## src/rtl/step_position_ctrl.sv

```systemverilog
// Step sequencer: turns signed relative move commands into periodic single-cycle
// step strobes with a stable direction level, and tracks absolute position.
module step_position_ctrl #(
    parameter int COUNT_W  = 16,
    parameter int PERIOD_W = 24,
    parameter int POS_W    = 32
) (
    input  logic                       clk,
    input  logic                       rst,
    input  logic                       cmd_valid,
    output logic                       cmd_ready,
    input  logic signed [COUNT_W-1:0]  cmd_steps,
    input  logic        [PERIOD_W-1:0] cmd_period,
    input  logic                       abort,
    input  logic                       pos_clear,
    output logic                       step,
    output logic                       dir,
    output logic                       busy,
    output logic                       done,
    output logic                       aborted,
    output logic signed [POS_W-1:0]    position,
    output logic        [1:0]          dbg_state
);

    typedef enum logic [1:0] {
        IDLE = 2'd0,
        RUN  = 2'd1,
        DONE = 2'd2
    } state_t;

    localparam logic [PERIOD_W-1:0] PERIOD_ONE = {{(PERIOD_W-1){1'b0}}, 1'b1};
    localparam logic [PERIOD_W-1:0] PERIOD_TWO = {{(PERIOD_W-2){1'b0}}, 2'b10};
    localparam logic [COUNT_W-1:0]  COUNT_ONE  = {{(COUNT_W-1){1'b0}}, 1'b1};
    localparam logic [POS_W-1:0]    POS_ONE    = {{(POS_W-1){1'b0}}, 1'b1};

    state_t                     state_q;
    logic [COUNT_W-1:0]         remaining_q;
    logic [PERIOD_W-1:0]        timer_q;
    logic [PERIOD_W-1:0]        reload_q;
    logic                       step_q;
    logic                       dir_q;
    logic                       busy_q;
    logic                       done_q;
    logic                       aborted_q;
    logic signed [POS_W-1:0]    position_q;

    logic                       accept;
    logic [COUNT_W-1:0]         cmd_mag;
    logic [PERIOD_W-1:0]        cmd_reload;

    // Handshake: a command transfers on a rising edge where cmd_valid and
    // cmd_ready are both high; cmd_ready never depends on cmd_valid.
    assign cmd_ready = (state_q == IDLE) && !abort && !rst;
    assign accept    = cmd_valid && cmd_ready;

    // Negating the most negative count wraps to the same bit pattern, which
    // read as unsigned is exactly its magnitude.
    assign cmd_mag    = cmd_steps[COUNT_W-1] ? -cmd_steps : cmd_steps;
    assign cmd_reload = (cmd_period < PERIOD_TWO) ? PERIOD_ONE : (cmd_period - PERIOD_ONE);

    always_ff @(posedge clk or posedge rst) begin
        if (rst) begin
            state_q     <= IDLE;
            remaining_q <= '0;
            timer_q     <= '0;
            reload_q    <= '0;
            step_q      <= 1'b0;
            dir_q       <= 1'b0;
            busy_q      <= 1'b0;
            done_q      <= 1'b0;
            aborted_q   <= 1'b0;
            position_q  <= '0;
        end else begin
            step_q <= 1'b0;
            case (state_q)
                IDLE: begin
                    if (pos_clear) begin
                        position_q <= '0;
                    end
                    if (accept) begin
                        busy_q <= 1'b1;
                        if (cmd_steps == '0) begin
                            state_q <= DONE;
                            done_q  <= 1'b1;
                        end else begin
                            remaining_q <= cmd_mag;
                            dir_q       <= ~cmd_steps[COUNT_W-1];
                            reload_q    <= cmd_reload;
                            timer_q     <= cmd_reload;
                            state_q     <= RUN;
                        end
                    end
                end
                RUN: begin
                    if (abort) begin
                        state_q   <= DONE;
                        done_q    <= 1'b1;
                        aborted_q <= 1'b1;
                    end else if (timer_q == '0) begin
                        step_q      <= 1'b1;
                        position_q  <= dir_q ? (position_q + POS_ONE) : (position_q - POS_ONE);
                        remaining_q <= remaining_q - COUNT_ONE;
                        timer_q     <= reload_q;
                        if (remaining_q == COUNT_ONE) begin
                            state_q <= DONE;
                        end
                    end else begin
                        timer_q <= timer_q - PERIOD_ONE;
                    end
                end
                DONE: begin
                    // After a final step, DONE holds one cycle so done trails the last strobe.
                    if (done_q) begin
                        done_q    <= 1'b0;
                        aborted_q <= 1'b0;
                        busy_q    <= 1'b0;
                        state_q   <= IDLE;
                    end else begin
                        done_q <= 1'b1;
                    end
                end
                default: begin
                    state_q <= IDLE;
                end
            endcase
        end
    end

    assign step      = step_q;
    assign dir       = dir_q;
    assign busy      = busy_q;
    assign done      = done_q;
    assign aborted   = aborted_q;
    assign position  = position_q;
    assign dbg_state = state_q;

endmodule

```

## config.mk

```make
export PLATFORM = sky130hd
export DESIGN_NAME = step_position_ctrl
export DESIGN_NICKNAME = d
export VERILOG_FILES = /design/src/rtl/step_position_ctrl.sv
export SDC_FILE = /design/constraint.sdc
export NUM_CORES = 1
export LEC_CHECK = 0
export ABC_AREA = 1
export CORE_ASPECT_RATIO = 0.7
export CORE_UTILIZATION = 31
export CTS_CLUSTER_SIZE = 30
export DETAILED_ROUTE_END_ITERATION = 6
export PLACE_DENSITY = 0.52
export SLEW_MARGIN = 20
export SYNTH_ARGS = -nofsm -noshare
export SYNTH_HDL_FRONTEND = slang
export SYNTH_SLANG_ARGS = --single-unit
```

## constraint.sdc

```tcl
create_clock -name clk -period 4.7 [get_ports clk]
set_input_delay 0.94 -clock clk [delete_from_list [all_inputs] [get_ports clk]]
set_output_delay 0.94 -clock clk [all_outputs]
set_load 0.02 [all_outputs]
```

# Word-level counts from Yosys, hierarchy flattened
# Cells that the tools add are included.
# Widths: inputs -> output; s select.
[totals]
word_cells = 88
romBits = 0
ram_bits = 0
memories = 0
latchBits = 0
ff_bits = 103
out_inout_bits = 40
input_bits = 45
[classes]
n_reduce_logical = 20
eq_ne = 13
mux = 36
magnitude_cmp = 1
div = 0
add_sub_neg = 6
n_shift = 0
multipliers = 0
bitwise_logic = 2
[op_table]
columns = ["op", "n"]
rows = [
  ["$mux 32", 4],
  ["$mux 24", 5],
  ["$mux 16", 5],
  ["$pmux 32 s2", 1],
  ["$pmux 24 s2", 1],
  ["$sub 24x1->24 const B", 2],
  ["$add 32x1->32 const B", 1],
  ["$pmux 16 s2", 1],
  ["$sub 32x1->32 const B", 1],
  ["$logic_not 24->1", 1],
  ["$lt 24x2->1 const B", 1],
  ["$eq 16x1->1 const B", 1],
  ["$logic_not 16->1", 1],
  ["$neg 16->16", 1],
  ["$reduce_and 4->1", 4],
  ["$sub 16x1->16 const B", 1],
  ["$ne 2x2->1 const B", 7],
  ["$mux 2", 6],
  ["$mux 1", 9],
  ["$reduce_and 3->1", 3],
  ["$ne 3x3->1 const B", 2],
  ["$pmux 2 s3", 1],
  ["$reduce_bool 2->1", 3],
  ["$reduce_and 5->1", 1],
  ["10 further kinds", 15],
]

# Longest topological paths before layout
# Gate-level depths: netlist of the first run.
[depth]
ltp_word = 6
mapped_depth = 15
depth_no_buf = 15

# Least setup slack after synthesis of the first run
# Ideal clock, no wire load.
[synth_timing]
path_kind = "input to register"
from = "input port rst"
to = "register timer_q[13]"
stages = 8
setup_time_ps = 65
path_buffers = 1
setup_slack_ps = 295
required_time_ps = 4635
t_arrival_ps = 4340
cell_sequence = "inv_1 a31oi_1 nor2_2 nand3_4 inv_2 buf_2 nand2_1 nand2_1"
[synth_via]
elab_chain_cells = 5
[synth_rtl]
columns = ["element", "line_no", "text"]
rows = [
  ["from (decl)", "9", "input logic rst,"],
  ["$logic_not 1->1 (no line)", "n/a", ""],
  ["$logic_and 1x1->1", "53", "assign cmd_ready = (state_q == IDLE) && !abort && !rst;"],
  ["$logic_and 1x1->1", "54", "assign accept = cmd_valid && cmd_ready;"],
  ["$ne 2x2->1 (no line)", "n/a", ""],
  ["$reduce_and 4->1 (no line)", "n/a", ""],
  ["to (signal assigned)", "89", "timer_q <= cmd_reload;"],
  ["to (signal assigned)", "103", "timer_q <= reload_q;"],
  ["to (signal assigned)", "108", "timer_q <= timer_q - PERIOD_ONE;"],
  ["to (decl)", "38", "logic [PERIOD_W-1:0] timer_q;"],
]
# No other way between the ends.
# A chain may end at the register's enable or synchronous reset.

# Worst setup path in the final report of the first run
[layout_timing]
from = "input port abort"
to = "output port cmd_ready"
[layout_via]
elab_chain_cells = 3
[layout_rtl]
columns = ["element", "line_no", "text"]
rows = [
  ["from (decl)", "14", "input logic abort,"],
  ["$logic_not 1->1", "53", ""],
  ["$logic_and 1x1->1 (2 in a row)", "53", ""],
  ["to (decl)", "11", "output logic cmd_ready,"],
]
# No other way between the ends.

==> results of run 1 <==
[power by group]
| part | switching [mW] | internal [mW] |
|---|---|---|
| registers | 0.273 | 1.13 |
| logic | 1.39 | 0.651 |
| clock network | 0.415 | 0.432 |
| total | 2.08 | 2.22 |
[per-stage QoR]
step | instance area (um^2) | hold WS, ps | instances | setup WS, ps
2_1_floorplan | 9155 | 470.7 | 1532 | 295.5
3_3_place_gp | 10330 | 497.3 | 1966 | 1238
3_5_place_dp | 10330 | 500.9 | 1966 | 1194
4_1_cts | 10660 | 519.9 | 1982 | 1393
5_1_grt | 10660 | 546.6 | 1982 | 1282
6_report | 10660 | 518.1 | 1982 | 1422
[placed cells by master, fill, tap and decap left out, drive strengths merged, types with 7 or more instances in the layout]
| cell | instances |
|---|---|
| nand3b | 8 |
| nor2 | 190 |
| nand3 | 139 |
| buf | 7 |
| o21ai | 80 |
| clkbuf | 9 |
| ha | 36 |
| xor2 | 12 |
| clkdlybuf4s50 | 84 |
| inv | 213 |
| a21oi | 45 |
| or2 | 7 |
| nand4 | 38 |
| dfrtp | 103 |
| xnor2 | 14 |
| a21o | 7 |
| nand2 | 576 |
| nor3 | 14 |
[worst min-delay path by stage]
stage                   endpoint  slack [ps]
global route        position[26]         550
global placement    position[23]         500
floorplan             timer_q[0]         470
CTS                 position[23]         520
detailed placement  position[23]         500
finish              position[23]         520
[sequential cells by signal, summed over array words and instances (netlist names)]
signal,cells
aborted,1
position,32
reload_q,24
dir,1
busy,1
dbg_state,2
timer_q,24
done,1
step,1
remaining_q,16
[routing by layer]
metal | wire length (um) | vias up | track usage, %
met5 | 0 | - | 0
met4 | 183 | 0 | 3.209
met3 | 1808 | 12 | 3.302
met2 | 11010 | 235 | 25.49
met1 | 17120 | 4346 | 34.25
li1 | - | 4972 | -
[area by class of cell]
class	count	area (um^2)	area share [%]
Tap cell	378	473.0	4.435
Timing Repair Buffer	91	897.1	8.413
Sequential cell	103	2577	24.17
Clock inverter	7	100.1	0.9386
Clock buffer	9	225.2	2.112
Inverter	210	790.8	7.415
Multi-Input combinational cell	1184	5600	52.52
[worst max-delay path, stage by stage]
cell and delay (ps):
sky130_fd_sc_hd__clkdlybuf4s50_1 470, sky130_fd_sc_hd__nor3_2 280, sky130_fd_sc_hd__clkdlybuf4s50_1 640
[kinds of logic after synthesis]
kind of cell    count (synthesis)
simple gates                  972
xor+xnor                       26
compound gates                149
buf+inv                       245
fa+ha+maj                      37
flops                         103
==> metrics.csv, run 1 <==
metric;value;unit
Hold Crit Depth;2;
Synth Area in Adders;5.139;%
RSZ-0062 raised after global routing;false;
Tcrit/Tclk final;69.75;%
boundary pin count;85;
Clk Latency, worst-skew pair;370;ps
clock buffer depth;2;
number of port buffers;84;
total inserted antenna cells;0;
count of filler cells inserted in the layout;3167;
synthesized net count;1614;
xor/xnor share of the synthesized area;2.487;%
required time worst endpoint;3760;ps
largest net degree at the start of global routing;75;
number of H-tree levels;3;
post-layout utilization of the core;36.83;%
vias per cell;4.826;
flip-flop and latch count after synthesis;103;
count of warnings emitted by yosys;0;
total gr overflow;0;
number of sinks on the clock net;103;
count of nets left with antenna violations after detail routing;0;
crit path from;abort;
Final #Nets;1681;
fraction of layout cells with a size suffix above 1;3.429;%
Synth Cell Area;0.009155;mm^2
Worst Clk Skew;16.63;ps
Unique masters post-synth;39;
power density of the placed cells;402.4;mW/mm^2
type of the tightest min-delay check;flip-flop to flip-flop;
area added between synthesis and finish;16.48;%
critical path class;primary input to output pin;
total detailed-routing wirelength;30.12;mm
endpoints failing hold;0;
setup TNS;0;ps
Slew Viols, Final;0;
status;completed;
setup repair bufs after CTS;0;
cell taking the most area after synthesis;sky130_fd_sc_hd__dfrtp_1;
leakage power of the design;5.580;nW
WL per Instance;15.20;um
initial antenna violation count;0;
CP startpoint kind;primary input;
actual transition at the worst max-transition pin;1019;ps
Mean Syn Cell Area;5.976;um^2
total DRC errors in the routed layout;0;
wire length of the first global-routing pass;48.15;mm
Die Height;145.8;um
Vias;9565;
via count of the first global-routing pass;8479;
capturing element of the worst setup path;cmd_ready;
largest cells by area after synthesis;sky130_fd_sc_hd__dfrtp_1, sky130_fd_sc_hd__nand2_1, sky130_fd_sc_hd__inv_1;
simple-gate area share of the yosys netlist;44.69;%
clock root buffer;sky130_fd_sc_hd__clkbuf_16;
Critical Path End Type;output pin;
Async S/R FF share, synth;100.0;%
commonest cells in the netlist;sky130_fd_sc_hd__nand2_1, sky130_fd_sc_hd__inv_1, sky130_fd_sc_hd__nor2_1, sky130_fd_sc_hd__nand3_1, sky130_fd_sc_hd__dfrtp_1;
number of clock buffers inserted by TritonCTS;9;
weighted congestion at the end of routability-driven global placement;0.9160;
All-Layer GR Usage;20.16;%
floorplan row count;52;
sequential share of the synthesized area;28.15;%
proportion of synthesized area in mux cells;0;%
chip width;207.4;um
minimum setup slack among reg-to-reg paths;1760;ps
critical path fanouts, max;3;
most used flip-flop cell after synthesis;sky130_fd_sc_hd__dfrtp_1;
Max Cap Violations;0;
most frequently used cell type in the post-synthesis netlist;sky130_fd_sc_hd__nand2_1;
Post-CTS Resized;0;
Worst R2R End;position[13];
TritonCTS clock tree;done;
initial drt markers;869;
post-synth top area share;28.15;%
post-synthesis compound-gate area fraction;8.774;%
core area;0.02895;mm^2
# setup viols final;0;
first drt pass iteration count;5;
number of cells produced by synthesis;1532;
highest clock rate;305.0;MHz
HPWL Detailed;23.75;mm
crit path time final;3278;ps
Post-synth EDFFs;0;
dominant combinational cell family by area after synthesis;simple AND/OR/NAND/NOR gates;
die footprint;0.03023;mm^2
CTS hold repair buffers;0;
headroom to the max-slew limit;31.88;%
starting utilization of the core area;31.62;%
post-layout total power;4.292;mW
Reg clk slew, reported paths;70;ps
worst-case vdd ir drop;229.2;uV
number of cell instances on the worst register-to-register path;10;
arrival time reported for the critical path endpoint;2340;ps
worst r2r src;dir;
source of the worst hold timing path;position[23];
Power figures use the tool's default switching activity.
==> run 2: changes to the inputs <==
clock period = 3.1 ns   (was 4.7 ns; I/O delays follow)
==> run 2 against run 1 <==
Combinational power grew 54%. Clock-buffer cell count is the same. Sequential power grew 50%. Clock skew grew 5.2 ps. Clock power grew 42%. Via count grew 1.4%. Sequential cell count is the same. Total power grew 50%. Worst hold slack lost 2.0 ps.
==> metrics.csv, run 2 (synthesized netlist as in run 1, its figures left out) <==
metric;value;unit;change
total DRC errors in the routed layout;0;;unchanged
number of port buffers;84;;unchanged
setup repair bufs after CTS;0;;unchanged
leakage power of the design;5.612;nW;was 5.580 nW
All-Layer GR Usage;20.39;%;was 20.16%
critical path class;flip-flop to output pin;;was primary input to output pin
clock buffer depth;2;;unchanged
share of total power in sequential cells;32.8;%;about the same
endpoints failing hold;0;;unchanged
source of the worst hold timing path;timer_q[23];;was position[23]
relative contribution of combinational cells to total power;48.6;%;was 47.5%
die footprint;0.03023;mm^2;unchanged
crit path time final;2677;ps;
worst r2r src;dir;;unchanged
P_int;3.312;mW;was 2.216 mW
sw power;3.146;mW;was 2.075 mW
type of the tightest min-delay check;flip-flop to flip-flop;;unchanged
Cell Area, Placed;0.01042;mm^2;was 0.01033 mm^2
minimum setup slack among reg-to-reg paths;430;ps;was 1760 ps
required time worst endpoint;2480;ps;was 3760 ps
number of clock buffers inserted by TritonCTS;9;;unchanged
clock root buffer;sky130_fd_sc_hd__clkbuf_16;;unchanged
area of all placed cells without fillers;0.01072;mm^2;was 0.01066 mm^2
Tcrit/Tclk final;86.37;%;
count of nets left with antenna violations after detail routing;0;;unchanged
area added between synthesis and finish;17.12;%;was 16.48%
fraction of layout cells with a size suffix above 1;4.030;%;was 3.429%
Worst R2R End;position[23];;was position[13]
Worst Hold Slack;516.1;ps;was 518.1 ps
starting utilization of the core area;31.62;%;unchanged
Die Height;145.8;um;unchanged
Hold Crit Depth;2;;unchanged
wire length of the first global-routing pass;48.18;mm;was 48.15 mm
chip width;207.4;um;unchanged
CTS hold repair buffers;0;;unchanged
Reg clk slew, reported paths;80;ps;was 70 ps
worst-case vdd ir drop;236.7;uV;was 229.2 uV
headroom to the max-slew limit;32.11;%;was 31.88%
Hold Path Sink;timer_q[23];;was position[23]
actual transition at the worst max-transition pin;1016;ps;was 1019 ps
total inserted antenna cells;0;;unchanged
count of filler cells inserted in the layout;3163;;was 3167
RSZ-0062 raised after global routing;false;;unchanged
arrival time reported for the critical path endpoint;2060;ps;was 2340 ps
power density of the placed cells;602.3;mW/mm^2;was 402.4 mW/mm^2
Final #Nets;1690;;was 1681
highest clock rate;373.5;MHz;
boundary pin count;85;;unchanged
initial drt markers;886;;was 869
via count of the first global-routing pass;8480;;was 8479
top library cells by usage in the layout, fill and taps aside;sky130_fd_sc_hd__nand2_1, sky130_fd_sc_hd__inv_1, sky130_fd_sc_hd__nor2_1;;unchanged
Slew Viols, Final;0;;unchanged
number of sinks on the clock net;103;;unchanged
Post-CTS Resized;0;;unchanged
Met2 Wirelength;11.26;mm;was 11.01 mm
critical path fanouts, max;6;;was 3
cell count after placement;1975;;was 1966
initial antenna violation count;0;;unchanged
Worst Clk Skew;21.81;ps;was 16.63 ps
Clk Latency, worst-skew pair;370;ps;about the same
clock share of power;18.6;%;was 19.8%
post-layout total power;6.458;mW;was 4.292 mW
number of H-tree levels;3;;unchanged
floorplan row count;52;;unchanged
net switching fraction of the power;48.72;%;was 48.35%
Metal-1 WL;16.95;mm;was 17.12 mm
Max Cap Violations;0;;unchanged
number of cell instances on the worst register-to-register path;14;;was 10
first drt pass iteration count;5;;unchanged
# setup viols final;0;;unchanged
setup ws final;422.5;ps;was 1422 ps
pre-CTS setup slack;100.0;ps;was 1194 ps
vias per cell;4.871;;was 4.826
status;completed;;unchanged
Vias;9699;;was 9565
TritonCTS clock tree;done;;unchanged
flip-flop count of the largest register after layout;32;;unchanged
total detailed-routing wirelength;30.35;mm;was 30.12 mm
uppermost routed layer;met4;;unchanged
non-filler instance count after layout;1991;;was 1982
core area;0.02895;mm^2;unchanged
largest net degree at the start of global routing;54;;was 75
leading cell type in the layout, fill and taps excluded;sky130_fd_sc_hd__nand2_1;;unchanged
weighted congestion at the end of routability-driven global placement;0.9501;;was 0.9160
Critical Path End Type;output pin;;unchanged
total gr overflow;0;;unchanged
HPWL Detailed;23.46;mm;was 23.75 mm
CP startpoint kind;flip-flop;;was primary input
WL per Instance;15.24;um;was 15.20 um
sum of met3 wire segment lengths after detailed routing;1.774;mm;was 1.808 mm
[run 2: routing by layer]
| layer | global-route usage (%) | up-vias |
|---|---|---|
| li1 | - | 4985 |
| met1 | 34.11 | 4446 |
| met2 | 26.33 | 251 |
| met3 | 3.043 | 17 |
| met4 | 4.030 | 0 |
| met5 | 0 | - |
[run 2: cell type report]
type / instances / area, um^2 / share of cell area [%]
Clock buffer: 9 / 225.2 / 2.100
Clock inverter: 7 / 73.82 / 0.6884
Inverter: 210 / 794.5 / 7.410
Multi-Input combinational cell: 1184 / 5605 / 52.28
Sequential cell: 103 / 2577 / 24.04
Tap cell: 378 / 473.0 / 4.411
Timing Repair Buffer: 100 / 973.4 / 9.078
[run 2: how the worst max path moves through the flow]
stage                       from        endpoint  slack (ps)
CTS                 dbg_state[0]       cmd_ready         400
global placement    cmd_steps[0]    reload_q[18]         180
finish              dbg_state[0]       cmd_ready         420
floorplan                    rst  remaining_q[4]        -200
detailed placement  cmd_steps[0]    reload_q[15]         100
global route        dbg_state[0]       cmd_ready         270
[run 2: worst max-delay path, stage by stage (launching register included)]
cell and delay (ps):
sky130_fd_sc_hd__dfrtp_1 450, sky130_fd_sc_hd__nor2_1 270, sky130_fd_sc_hd__inv_1 180, sky130_fd_sc_hd__nor3_2 160, sky130_fd_sc_hd__clkdlybuf4s50_1 630
[run 2: stage by stage]
stage	setup TNS, ps	util, %
floorplan	-7178	-
global placement	0	36.00
detailed placement	0	36.00
CTS	0	37.04
global route	0	37.04
finish	0	37.04
[run 2: power by group through the flow]
| stage | logic [mW] | registers (mW) | clock network (mW) |
|---|---|---|---|
| 6_report | 3.14 | 2.12 | 1.20 |
| 5_1_grt | 3.58 | 2.18 | 1.31 |
| 4_1_cts | 3.11 | 2.11 | 1.25 |
| 3_5_place_dp | 3.09 | 2.13 | 0 |
| 3_3_place_gp | 3.09 | 2.13 | 0 |
| 2_1_floorplan | 2.26 | 2.03 | 0 |
==> run 3: changes to the inputs <==
ABC_AREA = not set   (was 1)
CORE_ASPECT_RATIO = not set   (was 0.7)
CORE_UTILIZATION = 55   (was 31)
PLACE_DENSITY = 0.82   (was 0.52)
==> run 3 against run 2 <==
Critical path depth grew 8. Highest routed layer unchanged. First-iteration DRC count fell by 32%. Maximum frequency down 12%. Sequential power barely moved. Sequential share of layout area increased by 3.1 points. Clock skew is 13 ps lower. Setup slack got worse by 360 ps. Final area fell by 11%. Register-to-register slack got worse by 370 ps.
==> metrics.csv, run 3 <==
metric;value;unit;change
met3 usage;5.426;%;was 3.043%
initial drt markers;605;;was 886
met2 global-route usage;50.26;%;was 26.33%
clock root buffer;sky130_fd_sc_hd__clkbuf_16;;unchanged
sequential cell area in the final layout;0.002579;mm^2;was 0.002577 mm^2
first drt pass iteration count;7;;was 5
met1 track demand over resource in global routing;36.37;%;was 34.11%
status;completed;;unchanged
Reg clk slew, reported paths;70;ps;was 80 ps
wire length of the first global-routing pass;33.12;mm;was 48.18 mm
Slew Viols, Final;0;;unchanged
worst-path cell chain;clkinvlp_4 -> buf_12 -> ha_1 -> nand4_1 -> buf_4 -> nor3_4 -> a22oi_2 -> and4_4 -> or4_4 -> and3_1 -> o31a_1 -> mux2i_1;;was nor2_1 -> inv_1 -> nor3_2 -> clkdlybuf4s50_1
type of the tightest min-delay check;flip-flop to flip-flop;;unchanged
non-filler instance count after layout;1231;;was 1991
pre-CTS setup slack;-465.0;ps;was 100.0 ps
sequential share of the synthesized area;34.90;%;was 28.15%
area of all placed cells without fillers;0.009514;mm^2;was 0.01072 mm^2
cell taking the most area after synthesis;sky130_fd_sc_hd__dfrtp_1;;unchanged
critical path class;flip-flop to flip-flop;;was flip-flop to output pin
HPWL Detailed;14.81;mm;was 23.46 mm
total DRC errors in the routed layout;0;;unchanged
number of cells produced by synthesis;914;;was 1532
total gr overflow;0;;unchanged
core area;0.01288;mm^2;was 0.02895 mm^2
flip-flop and latch count after synthesis;103;;unchanged
initial antenna violation count;0;;unchanged
All-Layer GR Usage;29.28;%;was 20.39%
Tcrit/Tclk final;97.93;%;was 86.37%
TritonCTS clock tree;done;;unchanged
boundary pin count;85;;unchanged
critical path fanouts, max;13;;was 6
Most Crowded Layer GR;met2;;was met1
number of clock buffers inserted by TritonCTS;9;;unchanged
Synth Cell Area;0.007386;mm^2;was 0.009155 mm^2
minimum setup slack among reg-to-reg paths;60;ps;was 430 ps
Final #Nets;1136;;was 1690
Critical-path top delay cell;sky130_fd_sc_hd__or4_4;;was sky130_fd_sc_hd__clkdlybuf4s50_1
crit path time final;3036;ps;was 2677 ps
RSZ-0062 raised after global routing;true;;was false
top library cells by usage in the layout, fill and taps aside;sky130_fd_sc_hd__nand2_1, sky130_fd_sc_hd__dfrtp_1, sky130_fd_sc_hd__o21ai_0;;was sky130_fd_sc_hd__nand2_1, sky130_fd_sc_hd__inv_1, sky130_fd_sc_hd__nor2_1
Unique masters post-synth;65;;was 39
total inserted antenna cells;0;;unchanged
area added between synthesis and finish;28.82;%;was 17.12%
largest cells by area after synthesis;sky130_fd_sc_hd__dfrtp_1, sky130_fd_sc_hd__o21ai_0, sky130_fd_sc_hd__ha_1;;was sky130_fd_sc_hd__dfrtp_1, sky130_fd_sc_hd__nand2_1, sky130_fd_sc_hd__inv_1
worst-case vdd ir drop;411.5;uV;was 236.7 uV
count of filler cells inserted in the layout;940;;was 3163
synthesized net count;996;;was 1614
headroom to the max-slew limit;26.11;%;was 32.11%
Max stage delay on crit path;520;ps;was 630 ps
Max Cap Violations;0;;unchanged
Critical Path End Type;flip-flop;;was output pin
setup ws final;64.24;ps;was 422.5 ps
actual transition at the worst max-transition pin;1108;ps;was 1016 ps
clock buffer depth;2;;unchanged
CTS hold repair buffers;0;;unchanged
Vias;7499;;was 9699
area used by multi-input combinational logic;0.004761;mm^2;was 0.005605 mm^2
Async S/R FF share, synth;100.0;%;unchanged
chip width;117.9;um;was 207.4 um
cell count after placement;1212;;was 1975
number of buffers and inverters on the critical path;3;;was 2
total detailed-routing wirelength;20.14;mm;was 30.35 mm
Worst Clk Skew;9.138;ps;was 21.81 ps
WL per Instance;16.36;um;was 15.24 um
arrival time reported for the critical path endpoint;3320;ps;was 2060 ps
endpoints failing hold;0;;unchanged
Post-synth EDFFs;0;;unchanged
Clk Latency, worst-skew pair;360;ps;was 370 ps
weighted congestion at the end of routability-driven global placement;0.9164;;was 0.9501
vias per cell;6.092;;was 4.871
flip-flop count of the largest register after layout;32;;unchanged
Mean Syn Cell Area;8.081;um^2;was 5.976 um^2
leading cell type in the layout, fill and taps excluded;sky130_fd_sc_hd__nand2_1;;unchanged
Die Height;117.9;um;was 145.8 um
Cell Area, Placed;0.009006;mm^2;was 0.01042 mm^2
count of nets left with antenna violations after detail routing;0;;unchanged
fraction of layout cells with a size suffix above 1;14.73;%;was 4.030%
highest clock rate;329.4;MHz;was 373.5 MHz
leakage power of the design;4.073;nW;was 5.612 nW
starting utilization of the core area;57.36;%;was 31.62%
die footprint;0.01390;mm^2;was 0.03023 mm^2
kind of cell adding the most delay to the critical path;simple AND/OR/NAND/NOR gates;;was buffers and inverters
power density of the placed cells;618.7;mW/mm^2;was 602.3 mW/mm^2
number of H-tree levels;3;;unchanged
count of warnings emitted by yosys;0;;unchanged
number of port buffers;84;;unchanged
commonest cells in the netlist;sky130_fd_sc_hd__nand2_1, sky130_fd_sc_hd__dfrtp_1, sky130_fd_sc_hd__o21ai_0, sky130_fd_sc_hd__a21oi_1, sky130_fd_sc_hd__nor2_1;;was sky130_fd_sc_hd__nand2_1, sky130_fd_sc_hd__inv_1, sky130_fd_sc_hd__nor2_1, sky130_fd_sc_hd__nand3_1, sky130_fd_sc_hd__dfrtp_1
CP startpoint kind;flip-flop;;unchanged
required time worst endpoint;3380;ps;was 2480 ps
number of sinks on the clock net;103;;unchanged
# setup viols final;0;;unchanged
largest net degree at the start of global routing;60;;was 54
most used flip-flop cell after synthesis;sky130_fd_sc_hd__dfrtp_1;;unchanged
via count of the first global-routing pass;7029;;was 8480
post-synth top area share;34.90;%;was 28.15%
floorplan row count;41;;was 52
most frequently used cell type in the post-synthesis netlist;sky130_fd_sc_hd__nand2_1;;unchanged
## run 3: cell types whose count changed in the layout (fill, tap and decap cells not counted), moves of 27 or more
cell | previous run | this run
sky130_fd_sc_hd__nand3_1 | 136 | 37
sky130_fd_sc_hd__nand2_1 | 573 | 120
sky130_fd_sc_hd__xnor2_1 | 14 | 41
sky130_fd_sc_hd__inv_1 | 205 | 19
sky130_fd_sc_hd__nor2_1 | 176 | 65
sky130_fd_sc_hd__a21oi_1 | 45 | 75
sky130_fd_sc_hd__nand4_1 | 38 | 8
sky130_fd_sc_hd__buf_4 | 15 | 88
## run 3: final cells by class
class,instances,share of cell area [%]
Clock buffer,11,2.551
Clock inverter,5,0.3419
Inverter,22,0.9469
Multi-Input combinational cell,741,50.04
Sequential cell,103,27.10
Tap cell,172,2.262
Timing Repair Buffer,177,16.75
## run 3: worst paths after layout
check / startpoint / cells after the start / end
max reg2reg: dir / 12 / position[31]
min: reload_q[19] / 1 / reload_q[19]
min in group asynchronous: rst / 3 / timer_q[14]
max: dir / 12 / position[31]
max in group asynchronous: rst / 4 / dir
min reg2reg: reload_q[19] / 1 / reload_q[19]
## run 3: cell families (layout without fill, tap and decap cells)
family / count (synthesis) / after routing / synth area share, %
and+or+nand+nor: 346 / 346 / 22.50
AOI/OAI and AO/OA: 283 / 283 / 23.23
DFF: 103 / 103 / 34.90
buffers and inverters: 70 / 215 / 3.947
xor gates and xnor gates: 69 / 69 / 8.182
adders and majority gates: 37 / 37 / 6.370
muxes: 6 / 6 / 0.8809
## run 3: what timing repair did
action                                  CTS  global route
setup buffers                             0             4
cloned                                    0             0
endpoints found under the setup margin   20            34
pin swaps                                 4            13
gates resized for setup                  12            35
## run 3: metrics by stage
step | hold WS [ps] | setup TNS, ps | util (%) | total power [mW]
CTS | 480.8 | -36.70 | 72.37 | 5.758
detailed placement | 463.3 | -21810 | 69.94 | 4.637
global placement | 459.8 | -17240 | 69.94 | 4.542
global route | 495.4 | -81.27 | 73.89 | 6.289
finish | 480.5 | 0 | 73.89 | 5.886
floorplan | 445.2 | -461.2 | - | 3.794
## run 3: power breakdown
part | switching, mW | internal (mW) | leakage (nW) | total (mW)
Combinational | 1.45 | 1.19 | 2.62 | 2.64
Sequential | 0.408 | 1.74 | 1.31 | 2.15
Clock | 0.533 | 0.568 | 0.140 | 1.10
## run 3: metal layers
metal	wire length [um]	vias up
li1	-	3619
met1	8418	3546
met2	9895	286
met3	1265	48
met4	555	0
met5	0	-
